`src/rtl/button_pkg.sv`:
```
// Shared definitions for the button debouncer.
// Holds the default channel count and debounce length, the event channel
// width, the packed event layout {chan, press}, and a lowest-set-bit helper
// used by the event priority encoder.
package button_pkg;

  localparam int BTN_CHAN_W          = 3;
  localparam int N_BTN_DEF           = 7;
  localparam int DEBOUNCE_CYCLES_DEF = 20000;

  typedef struct packed {
    logic [BTN_CHAN_W-1:0] chan;
    logic                  press;
  } evt_t;

  // Index of the lowest set bit; 0 when nothing is set (callers gate on |v).
  function automatic logic [BTN_CHAN_W-1:0] lowest_set(input logic [7:0] v);
    logic [BTN_CHAN_W-1:0] idx;
    idx = '0;
    for (int i = 7; i >= 0; i--) begin
      if (v[i]) idx = BTN_CHAN_W'(i);
    end
    return idx;
  endfunction

endpackage

```
`src/rtl/button_debounce_chan.sv`:
```
// One debounced button channel.
// Ports:
//   i_clk, i_rst   : clock, asynchronous active-high reset
//   i_btn          : raw pad input, asynchronous to i_clk
//   o_level        : debounced stable level
//   o_rise/o_fall  : one-cycle pulses, coincident with the new o_level
//   o_edge         : combinational, high in the cycle before o_level flips
//   o_edge_dir     : level o_level will take when o_edge is high
module debounce_chan
  import button_pkg::*;
#(
  parameter int DEBOUNCE_CYCLES = DEBOUNCE_CYCLES_DEF,
  parameter int CNT_W           = $clog2(DEBOUNCE_CYCLES)
) (
  input  logic i_clk,
  input  logic i_rst,
  input  logic i_btn,
  output logic o_level,
  output logic o_rise,
  output logic o_fall,
  output logic o_edge,
  output logic o_edge_dir
);

  logic             r_s1;
  logic             r_s2;
  logic             r_level;
  logic             r_rise;
  logic             r_fall;
  logic [CNT_W-1:0] r_cnt;

  logic w_diff;
  logic w_at_thr;
  logic w_edge;

  assign w_diff   = (r_s2 != r_level);
  assign w_at_thr = (r_cnt == CNT_W'(DEBOUNCE_CYCLES - 1));
  assign w_edge   = w_diff && w_at_thr;

  always_ff @(posedge i_clk or posedge i_rst) begin
    if (i_rst) begin
      r_s1    <= 1'b0;
      r_s2    <= 1'b0;
      r_level <= 1'b0;
      r_cnt   <= '0;
      r_rise  <= 1'b0;
      r_fall  <= 1'b0;
    end else begin
      r_s1   <= i_btn;
      r_s2   <= r_s1;
      r_rise <= w_edge && r_s2;
      r_fall <= w_edge && !r_s2;
      // Any return to the stable level discards the partial count.
      if (!w_diff) begin
        r_cnt <= '0;
      end else if (w_at_thr) begin
        r_cnt   <= '0;
        r_level <= r_s2;
      end else begin
        r_cnt <= r_cnt + 1'b1;
      end
    end
  end

  assign o_level    = r_level;
  assign o_rise     = r_rise;
  assign o_fall     = r_fall;
  assign o_edge     = w_edge;
  assign o_edge_dir = r_s2;

endmodule

```
`src/rtl/button_debounce.sv`:
```
// Debounces N_BTN asynchronous button pads and reports stable levels,
// per-channel rise/fall pulses, and a press/release event stream over a
// valid/ready handshake. Events wait in a per-channel pending bit until the
// event register is free; the lowest pending channel is served first. A
// second edge on a channel whose pending event has not been taken sets the
// sticky ovr flag and overwrites the pending direction.
// Ports:
//   wb_clk_i, wb_rst_i          : clock, asynchronous active-high reset
//   btn_in                      : raw pads
//   btn_oeb                     : pad output-enable-bar, always input mode
//   btn_level/btn_rise/btn_fall : debounced level and edge pulses
//   evt_valid/evt_ready         : event handshake
//   evt_chan/evt_press          : event payload
//   ovr/ovr_clr                 : sticky overrun flag and its clear pulse
module button_debounce
  import button_pkg::*;
#(
  parameter int N_BTN           = N_BTN_DEF,
  parameter int DEBOUNCE_CYCLES = DEBOUNCE_CYCLES_DEF,
  parameter int CNT_W           = $clog2(DEBOUNCE_CYCLES)
) (
  input  logic                  wb_clk_i,
  input  logic                  wb_rst_i,
  input  logic [N_BTN-1:0]      btn_in,
  output logic [N_BTN-1:0]      btn_oeb,
  output logic [N_BTN-1:0]      btn_level,
  output logic [N_BTN-1:0]      btn_rise,
  output logic [N_BTN-1:0]      btn_fall,
  output logic                  evt_valid,
  input  logic                  evt_ready,
  output logic [BTN_CHAN_W-1:0] evt_chan,
  output logic                  evt_press,
  output logic                  ovr,
  input  logic                  ovr_clr
);

  logic [N_BTN-1:0]      w_edge;
  logic [N_BTN-1:0]      w_dir;
  logic [N_BTN-1:0]      w_clr;
  logic [7:0]            w_pend8;
  logic [7:0]            w_pdir8;
  logic [BTN_CHAN_W-1:0] w_idx;
  logic                  w_any;
  logic                  w_load;
  logic                  w_take;
  logic                  w_ovr_set;

  logic [N_BTN-1:0] r_pend;
  logic [N_BTN-1:0] r_pdir;
  logic             r_valid;
  evt_t             r_evt;
  logic             r_ovr;

  for (genvar g = 0; g < N_BTN; g++) begin : g_chan
    debounce_chan #(
      .DEBOUNCE_CYCLES (DEBOUNCE_CYCLES),
      .CNT_W           (CNT_W)
    ) u_chan (
      .i_clk      (wb_clk_i),
      .i_rst      (wb_rst_i),
      .i_btn      (btn_in[g]),
      .o_level    (btn_level[g]),
      .o_rise     (btn_rise[g]),
      .o_fall     (btn_fall[g]),
      .o_edge     (w_edge[g]),
      .o_edge_dir (w_dir[g])
    );
  end

  always_comb begin
    w_pend8 = 8'(r_pend);
    w_pdir8 = 8'(r_pdir);
    w_any   = |r_pend;
    w_idx   = lowest_set(w_pend8);
    w_load  = !r_valid || evt_ready;
    w_take  = w_load && w_any;
    w_clr   = '0;
    for (int i = 0; i < N_BTN; i++) begin
      w_clr[i] = w_take && (w_idx == BTN_CHAN_W'(i));
    end
    // A fresh edge on a channel being handed off this cycle simply re-arms
    // it; only an edge on a pending, untaken channel loses an event.
    w_ovr_set = |(w_edge & r_pend & ~w_clr);
  end

  always_ff @(posedge wb_clk_i or posedge wb_rst_i) begin
    if (wb_rst_i) begin
      r_pend  <= '0;
      r_pdir  <= '0;
      r_valid <= 1'b0;
      r_evt   <= '0;
      r_ovr   <= 1'b0;
    end else begin
      // Set beats clear when an edge lands on the channel being loaded.
      r_pend <= (r_pend & ~w_clr) | w_edge;
      r_pdir <= (r_pdir & ~w_edge) | (w_dir & w_edge);
      if (w_load) begin
        r_valid <= w_any;
        if (w_any) begin
          r_evt.chan  <= w_idx;
          r_evt.press <= w_pdir8[w_idx];
        end
      end
      if (w_ovr_set) begin
        r_ovr <= 1'b1;
      end else if (ovr_clr) begin
        r_ovr <= 1'b0;
      end
    end
  end

  assign btn_oeb   = '1;
  assign evt_valid = r_valid;
  assign evt_chan  = r_evt.chan;
  assign evt_press = r_evt.press;
  assign ovr       = r_ovr;

endmodule

```
`config.mk`:
```
export PLATFORM = sky130hd
export DESIGN_NAME = button_debounce
export DESIGN_NICKNAME = d
export VERILOG_FILES = /design/src/rtl/button_pkg.sv /design/src/rtl/button_debounce_chan.sv /design/src/rtl/button_debounce.sv
export SDC_FILE = /design/constraint.sdc
export NUM_CORES = 1
export LEC_CHECK = 0
export BUFFER_PORTS_ARGS = -buffer_cell sky130_fd_sc_hd__buf_2
export CORE_ASPECT_RATIO = 1.5
export CORE_MARGIN = 2
export CORE_UTILIZATION = 46
export CTS_BUF_LIST = sky130_fd_sc_hd__clkbuf_16
export CTS_CLUSTER_SIZE = 8
export DETAILED_ROUTE_END_ITERATION = 7
export PLACE_DENSITY = 0.7
export SYNTH_ARGS = -nofsm -noshare
export SYNTH_HDL_FRONTEND = slang
export SYNTH_SLANG_ARGS = --single-unit
export TNS_END_PERCENT = 30
```
`constraint.sdc`:
```
create_clock -name wb_clk_i -period 5.1 [get_ports wb_clk_i]
set_input_delay 1.02 -clock wb_clk_i [delete_from_list [all_inputs] [get_ports wb_clk_i]]
set_output_delay 1.02 -clock wb_clk_i [all_outputs]
set_load 0.01 [all_outputs]
```
# --- Yosys cells after proc, flatten, opt, wreduce, memory -nomap -nowiden ---
# Cells that the tools add are included.
word_totals:
  regBits: 160
  input_bits: 11
  out_inout_bits: 34
op_classes:
  n_addsub: 7
  order_cmp: 1
  n_eq_ne: 20
  mux: 25
  bitwise: 9
  n_reduce_logical: 50
op_table:
  columns: ["operator", "n"]
  rows:
  - ["15-bit two-way mux", 14]
  - ["15-bit by 1-bit adder with 15-bit output (second input constant)", 7]
  - ["15-bit == test (second input constant)", 7]
  - ["7-bit AND", 5]
  - ["1-bit logical AND", 29]
  - ["3-bit two-way mux", 7]
  - ["2-bit AND reduction", 8]
  - ["7-bit NOT", 2]
  - ["7-bit OR", 2]
  - ["7-bit OR reduction", 2]
  - ["3-bit == test (second input constant)", 3]
  - ["1-bit zero test", 8]
  - ["1-bit != test", 7]
  - ["3-bit by 2-bit == test with 1-bit output (second input constant)", 2]
  - ["3-bit by 4-bit < comparator with 1-bit output (second input constant)", 1]
  - ["1-bit binary-select mux with 3-bit select", 1]
  - ["3-bit by 1-bit == test with 1-bit output (second input constant)", 1]
  - ["3-bit zero test", 1]
  - ["1-bit two-way mux", 3]
  - ["2-bit nonzero test", 1]
  - ["1-bit logical OR", 1]

# --- Depth between registers and ports, before layout ---
# Gate-level depths: netlist (run 1).
depth:
  depth_word: 13
  depth_mapped: 7
  ltp_nobuf: 6

# --- By module ---
# A second synthesis (run 1) with hierarchy kept.
hier_totals:
  hier_cells: 690
  hier_area_um2: 7767.4
by_module_without_submodules:
  columns: ["module", "instances", "cells_per_inst", "area_per_inst_um2"]
  rows:
  - ["debounce_chan at g_chan[0].u_chan ...", 6, 85, 965.9]
  - ["button_debounce", 1, 96, 1018.5]
  - ["debounce_chan at g_chan[1].u_chan", 1, 84, 953.4]

# --- Worst setup path before layout (run 1) ---
# Ideal clock, no wire load.
synth_path:
  path_kind: "input -> register"
  from: "input port evt_ready"
  to: "register r_ovr, in the netlist ovr"
  arrival_ps: 2265
  required_ps: 4961
  path_slack_ps: 2697
  path_stages: 5
  cell_sequence: "and2b_2 > o41ai_1 > o32a_1 > o211ai_1 > or4_1"
synth_via:
  elab_chain_len: 7
  elab_cells_between_ends: 14
synth_rtl:
  columns: ["item", "line_no", "source"]
  rows:
  - ["from (decl)", "button_debounce.sv:30", "input logic evt_ready,"]
  - ["1-bit logical OR (*)", "button_debounce.sv:75", "w_load = !r_valid || evt_ready;"]
  - ["1-bit logical AND (*)", "button_debounce.sv:76", "w_take = w_load && w_any;"]
  - ["1-bit logical AND", "button_debounce.sv:79", "w_clr[i] = w_take && (w_idx == BTN_CHAN_W'(i));"]
  - ["7-bit NOT (*)", "button_debounce.sv:83", "w_ovr_set = |(w_edge & r_pend & ~w_clr);"]
  - ["7-bit AND (*)", "button_debounce.sv:83", null]
  - ["7-bit OR reduction (*)", "button_debounce.sv:83", null]
  - ["1-bit two-way mux / 2-bit nonzero test (equally long branches)", null, null]
  - ["to (signal assigned)", "button_debounce.sv:92", "r_ovr <= 1'b0;"]
  - ["to (signal assigned)", "button_debounce.sv:105", "r_ovr <= 1'b1;"]
  - ["to (signal assigned)", "button_debounce.sv:107", "r_ovr <= 1'b0;"]
  - ["to (decl)", "button_debounce.sv:52", "logic r_ovr;"]
# Mark *: on every way between the ends. The rest lies on a longest branch, timed or not.
# A chain may end at the register's enable or synchronous reset.

# --- Worst setup path in the final report (run 1) ---
# Same ends and word-level chain as after synthesis.

==> results of run 1 <==
==> where the power goes <==
| group | total (mW) | switching (mW) | internal [mW] |
|---|---|---|---|
| Sequential | 1.27 | 0.0250 | 1.24 |
| Combinational | 0.0924 | 0.0626 | 0.0299 |
| Clock | 1.24 | 0.482 | 0.760 |
==> final timing paths <==
check / from / cells after the start / end / slack (ps)
max: evt_ready / 6 / ovr$_DFFE_PP0P_ / 2920
min: g_chan[4].u_chan.r_s1$_DFF_PP0_ / 0 / g_chan[4].u_chan.o_edge_dir$_DFF_PP0_ / 350
max reg2reg: g_chan[3].u_chan.r_cnt[0]$_DFF_PP0_ / 6 / ovr$_DFFE_PP0P_ / 2990
min reg2reg: g_chan[4].u_chan.r_s1$_DFF_PP0_ / 0 / g_chan[4].u_chan.o_edge_dir$_DFF_PP0_ / 350
max in group asynchronous: wb_rst_i / 3 / g_chan[5].u_chan.r_cnt[3]$_DFF_PP0_ / 3690
min in group asynchronous: wb_rst_i / 3 / g_chan[2].u_chan.r_cnt[13]$_DFF_PP0_ / 810
==> logic make-up after synthesis <==
family / synth area share
AND/OR/NAND/NOR: 0.223
buffers and inverters: 0.0425
flip-flops: 0.553
XOR/XNOR: 0.128
AO/OA/AOI/OAI: 0.0286
other: 0.000542
adder cells (fa/ha/maj): 0.0127
multiplexers: 0.0114
==> cell usage after synthesis (2+ instances only) <==
cell type  instances  share of area
dfrtp_1          153           0.55
a21oi_1            3         0.0022
xnor2_1           33          0.042
nor3b_1           14          0.015
nor3_1             5         0.0036
o21ai_0           12         0.0087
and3_1            26          0.024
nand2_1           40          0.022
nand2b_1           5         0.0045
a221oi_1           2         0.0025
nand3_1           46          0.033
or3_2              2         0.0022
ha_1               7          0.013
nor4_1             3         0.0027
and4_1             7         0.0089
mux2_2             7          0.011
inv_1             11         0.0060
nor4b_1           11          0.014
and2_1             6         0.0054
nand4_1           16          0.014
xor2_1            68          0.086
nor2_1           117          0.063
buf_4             28          0.030
clkbuf_1           7         0.0038
==> state kept, by name, summed over array words and instances, names as in the netlist <==
register,cells
g_chan.u_chan.r_s1,7
g_chan.u_chan.r_cnt,105
g_chan.u_chan.o_rise,7
evt_chan,3
ovr,1
g_chan.u_chan.o_level,7
r_pend,7
g_chan.u_chan.o_edge_dir,7
g_chan.u_chan.o_fall,7
evt_press,1
evt_valid,1
==> worst reg2reg max path: cells and delay by family, from the launching register on <==
kind / cells / cell delay (ps)
AO/OA/AOI/OAI: 2 / 290
adder cells (fa/ha/maj): 1 / 250
flip-flops: 1 / 410
AND/OR/NAND/NOR: 3 / 1030
==> metrics by stage <==
step / power (mW) / setup WS (ps) / cell area, um2
2_1_floorplan: 1.35 / 2150 / 6940
3_3_place_gp: 1.38 / 2490 / 7140
3_5_place_dp: 1.38 / 2510 / 7140
4_1_cts: 2.63 / 2930 / 7720
5_1_grt: 2.70 / 2760 / 7720
6_report: 2.60 / 2920 / 7730
==> per-layer routing <==
layer,global-route usage,share of wire,vias to the layer above
met5,0,0,-
met4,0.0656,0.021,0
met3,0.0346,0.034,26
met2,0.311,0.52,86
met1,0.206,0.43,2296
li1,-,-,2222
==> layout make-up <==
type	count	area, um2	area share
flip-flops and latches	153	3830	0.495
clock inverters	14	158	0.0204
clock buffers	17	425	0.0551
well taps	196	245	0.0317
diodes	1	2.50	0.000324
repair buffers	38	205	0.0266
multi-input cells	457	2820	0.365
inverters	11	45.0	0.00583
==> run metrics, run 1 <==
outcome completed; first-pass GRT wire length roughly 23,000 um; peak supply drop just over 0.0002 V; TritonCTS Buffers 17; Clock Tree Root clkbuf_16; unrepaired setup endpoints after global routing no; count of final hold-check violations 0; Netlist cell types 47; post-cts resize count 0; WL/cell between 10 and 15 um; # hold bufs at CTS 0; DP HPWL between 8000 and 9000 um; commonest cells after routing, fill and taps aside dfrtp_1, nor2_1, xor2_1; Post-synth EDFFs 0; Syn. warnings 0; Nets 696; crit start category input port; Max-slew headroom 0.470; Mapped Area 6920 um2; FF+latch count, synth approximately 150; crit share post-route 0.428; Synth-to-Final Area Change 11.7%; WP data arrival 2470 ps; main flop type after synthesis dfrtp_1; max-slew violations 0; Die W between 100 and 150 um; Non-Filler Instances 887; GPL Wtd Cong between 0.8 and 0.9; Worst Path Buf+Inv 1; P_leak between 3 and 4 nW; pwr/cell area between 300 and 400 nW/um2; I/O Buffers 37; Critical Path Fanout Max 6; sequential area share after synthesis 0.553; worst hold slack around 350 ps; H-tree depth 4; vias per inst between 5 and 6; Async SR Flop Fraction 1.00; highest clock rate approximately 460 MHz; Post CTS Setup Buffer Count 0; total negative setup slack 0 ps; GRT overflow 0; fin crit period around 2200 ps; commonest non-fill, non-tap cell in the layout dfrtp_1; Die Span Y between 150 and 200 um; Tot GR Track Use 0.174; crit path cell chain buf_2, and2b_2, o41ai_1, o32a_1, o211ai_1, or4_1; initial antenna violation count 0; clock sinks 153; final setup violation count 0; share of cells above drive strength 1 0.120; CP Capture Type flop; Hold WC Path Type reg2reg; Pre-antenna DRT Iters 4; Setup Skew 8.03 ps; I/O pin cnt 45; Syn Inst Count 652; crit path kind in2reg; Worst-Margin Slew between 700 and 800 ps; Mean Syn Cell Area ~11 um2; Layout Utilization 0.527; Core Area about 15,000 um2; pin count of the biggest net entering global routing roughly 150; clock latency on the worst-skew pair 420 ps; CP required between 5000 and 6000 ps; CTS max path bufs 2; slowest stage cell, crit path or4_1; residual DRC count 0; ANT nets after route 0; crit-path leading delay family simple AND/OR/NAND/NOR gates; # fillers roughly 1,300; routed vias around 4,600; initial core utilization 0.472; Die ar. around 16,000 um2; Iter 0 DRT Violations between 200 and 250; CP max stage delay approximately 520 ps; CTS tree done; Reg clk slew, reported paths 60 ps; Rows 54; vias in the first global route 4,835; WL final 12,800 um; placed cells between 800 and 900; Max Cap Viol 0
Note: power is estimated with default switching activity, not from simulation.
==> inputs of run 2 (changes only) <==
- PLACE_DENSITY: 0.7 -> 0.67
- clock period: 5.1 -> 2.2 ns (I/O delays scaled with it)
==> run 2 against run 1 <==
- first-iteration DRC count decreased by 9.3%
- register-to-register slack got worse by 2900 ps
- via count increased by 0.15%
- sequential power increased by 130%
- clock skew increased by 4.7 ps
- setup slack got worse by 2800 ps
- sequential share of layout area decreased by 0.37 points
- core utilization increased by 0.40 points
- largest power group unchanged
==> run metrics, run 2 (synthesis results as in run 1) <==
P_leak between 3 and 4 nW; ANT nets after route 0; crit share post-route 0.951; Largest Register g_chan.u_chan.r_cnt; residual DRC count 0; crit path kind reg2reg; CP Capture Type flop; share of cells above drive strength 1 0.136; crit start category flop; Nets a little over 700; CTS max path bufs 2; WP data arrival 2380 ps; pin count of the biggest net entering global routing 100; clock latency on the worst-skew pair around 430 ps; Hold WC Path Type in2reg; I/O pin cnt 45; Critical Path Fanout Max 7; vias per inst around 5.2; WL/cell ~15 um; Synth-to-Final Area Change 12.6%; # fillers roughly 1,300; outcome completed; commonest non-fill, non-tap cell in the layout dfrtp_1; initial core utilization 0.472; worst hold slack ~120 ps; max reg flops about 110; highest clock rate approximately 480 MHz; Register Area between 3000 and 4000 um2; unrepaired setup endpoints after global routing no; WL final between 10,000 and 15,000 um; peak supply drop between 0.0005 and 0.0006 V; I/O Buffers 37; Reg clk slew, reported paths roughly 70 ps; fin crit period roughly 2100 ps; Die ar. 16,100 um2; area of the multi-input gates about 2800 um2; Iter 0 DRT Violations 215; Worst-Margin Slew roughly 660 ps; Die Span Y around 150 um; Max Cap Viol 0; vias in the first global route about 4,800; pwr/cell area between 700 and 800 nW/um2; routed vias approximately 4,600; CP required between 2000 and 2500 ps; Clock Tree Root clkbuf_16; Pre-antenna DRT Iters 4; GRT overflow 0; count of final hold-check violations 0; Die W roughly 100 um; total negative setup slack 0 ps; Post CTS Setup Buffer Count 0; CTS tree done; initial antenna violation count 0; Antenna Cells 0; first-pass GRT wire length around 23,000 um; max-slew violations 0; final setup violation count 0; Setup Skew approximately 13 ps; Tot GR Track Use 0.176; DP HPWL approximately 9000 um; commonest cells after routing, fill and taps aside dfrtp_1, nor2_1, xor2_1; H-tree depth 4; TritonCTS Buffers 17; Core Area roughly 15,000 um2; Rows 54; Layout Utilization 0.531; Max-slew headroom 0.562; clock sinks 153; GPL Wtd Cong 0.794
==> run 2: cell types whose count changed in the layout (fill, tap and decap cells not counted), sizes merged <==
cell	delta
buf	+8
inv	+7
clkinvlp	-2
bufinv	-2
clkinv	-2
diode	-1
==> run 2: repair_timing <==
item | in CTS | in global routing
gates resized for setup | 0 | 1
hold buffers | 0 | 0
endpoints found under the setup margin | 0 | 2
==> run 2: per-layer routing <==
layer | GRT usage | up-vias | wire, um
li1 | - | 2240 | -
met1 | 0.207 | 2294 | 5380
met2 | 0.309 | 87 | 6940
met3 | 0.0447 | 16 | 500
met4 | 0.0695 | 0 | 180
met5 | 0 | - | 0
==> run 2: worst max-delay path, stage by stage, from the launching register on <==
cell	delay, ps
dfrtp_1	420
or4_4	570
nand2b_4	190
o311ai_1	240
o32ai_1	130
or4_1	410
==> run 2: worst paths after layout <==
check / cells after the start / slack, ps / to / start
worst max register to register: 5 / 110 / ovr$_DFFE_PP0P_ / r_pend[2]$_DFF_PP0_
worst max-delay path: 5 / 110 / ovr$_DFFE_PP0P_ / r_pend[2]$_DFF_PP0_
worst min register to register: 0 / 350 / g_chan[4].u_chan.o_edge_dir$_DFF_PP0_ / g_chan[4].u_chan.r_s1$_DFF_PP0_
worst min-delay path: 1 / 120 / g_chan[3].u_chan.r_s1$_DFF_PP0_ / btn_in[3]
min in group asynchronous: 3 / 150 / g_chan[2].u_chan.o_edge_dir$_DFF_PP0_ / wb_rst_i
max in group asynchronous: 3 / 1500 / g_chan[3].u_chan.r_cnt[7]$_DFF_PP0_ / wb_rst_i
==> run 2: where the power goes <==
part           internal, mW  switching (mW)  total, mW  leakage (nW)
registers              2.87          0.0566       2.93          2.08
logic                0.0744           0.146      0.220          1.26
clock network          1.60            1.26       2.87         0.284
total                  4.55            1.46       6.02          3.63
==> run 2: stage by stage <==
step	setup slack (ps)	instance area [um2]	total power, mW	instances
floorplan	-171	6940	3.13	658
CTS	116	7780	6.08	895
global route	21.3	7790	6.26	895
global placement	159	7200	3.20	863
finish	109	7790	6.02	895
detailed placement	128	7200	3.21	863
==> run 2: cell type report <==
type                       instances  area share
inverter                          11     0.00578
clock buffer                      17      0.0546
multi-input combinational        457       0.362
tap                              196      0.0315
timing repair buffer              46      0.0341
clock inverter                    15      0.0201
sequential                       153       0.492
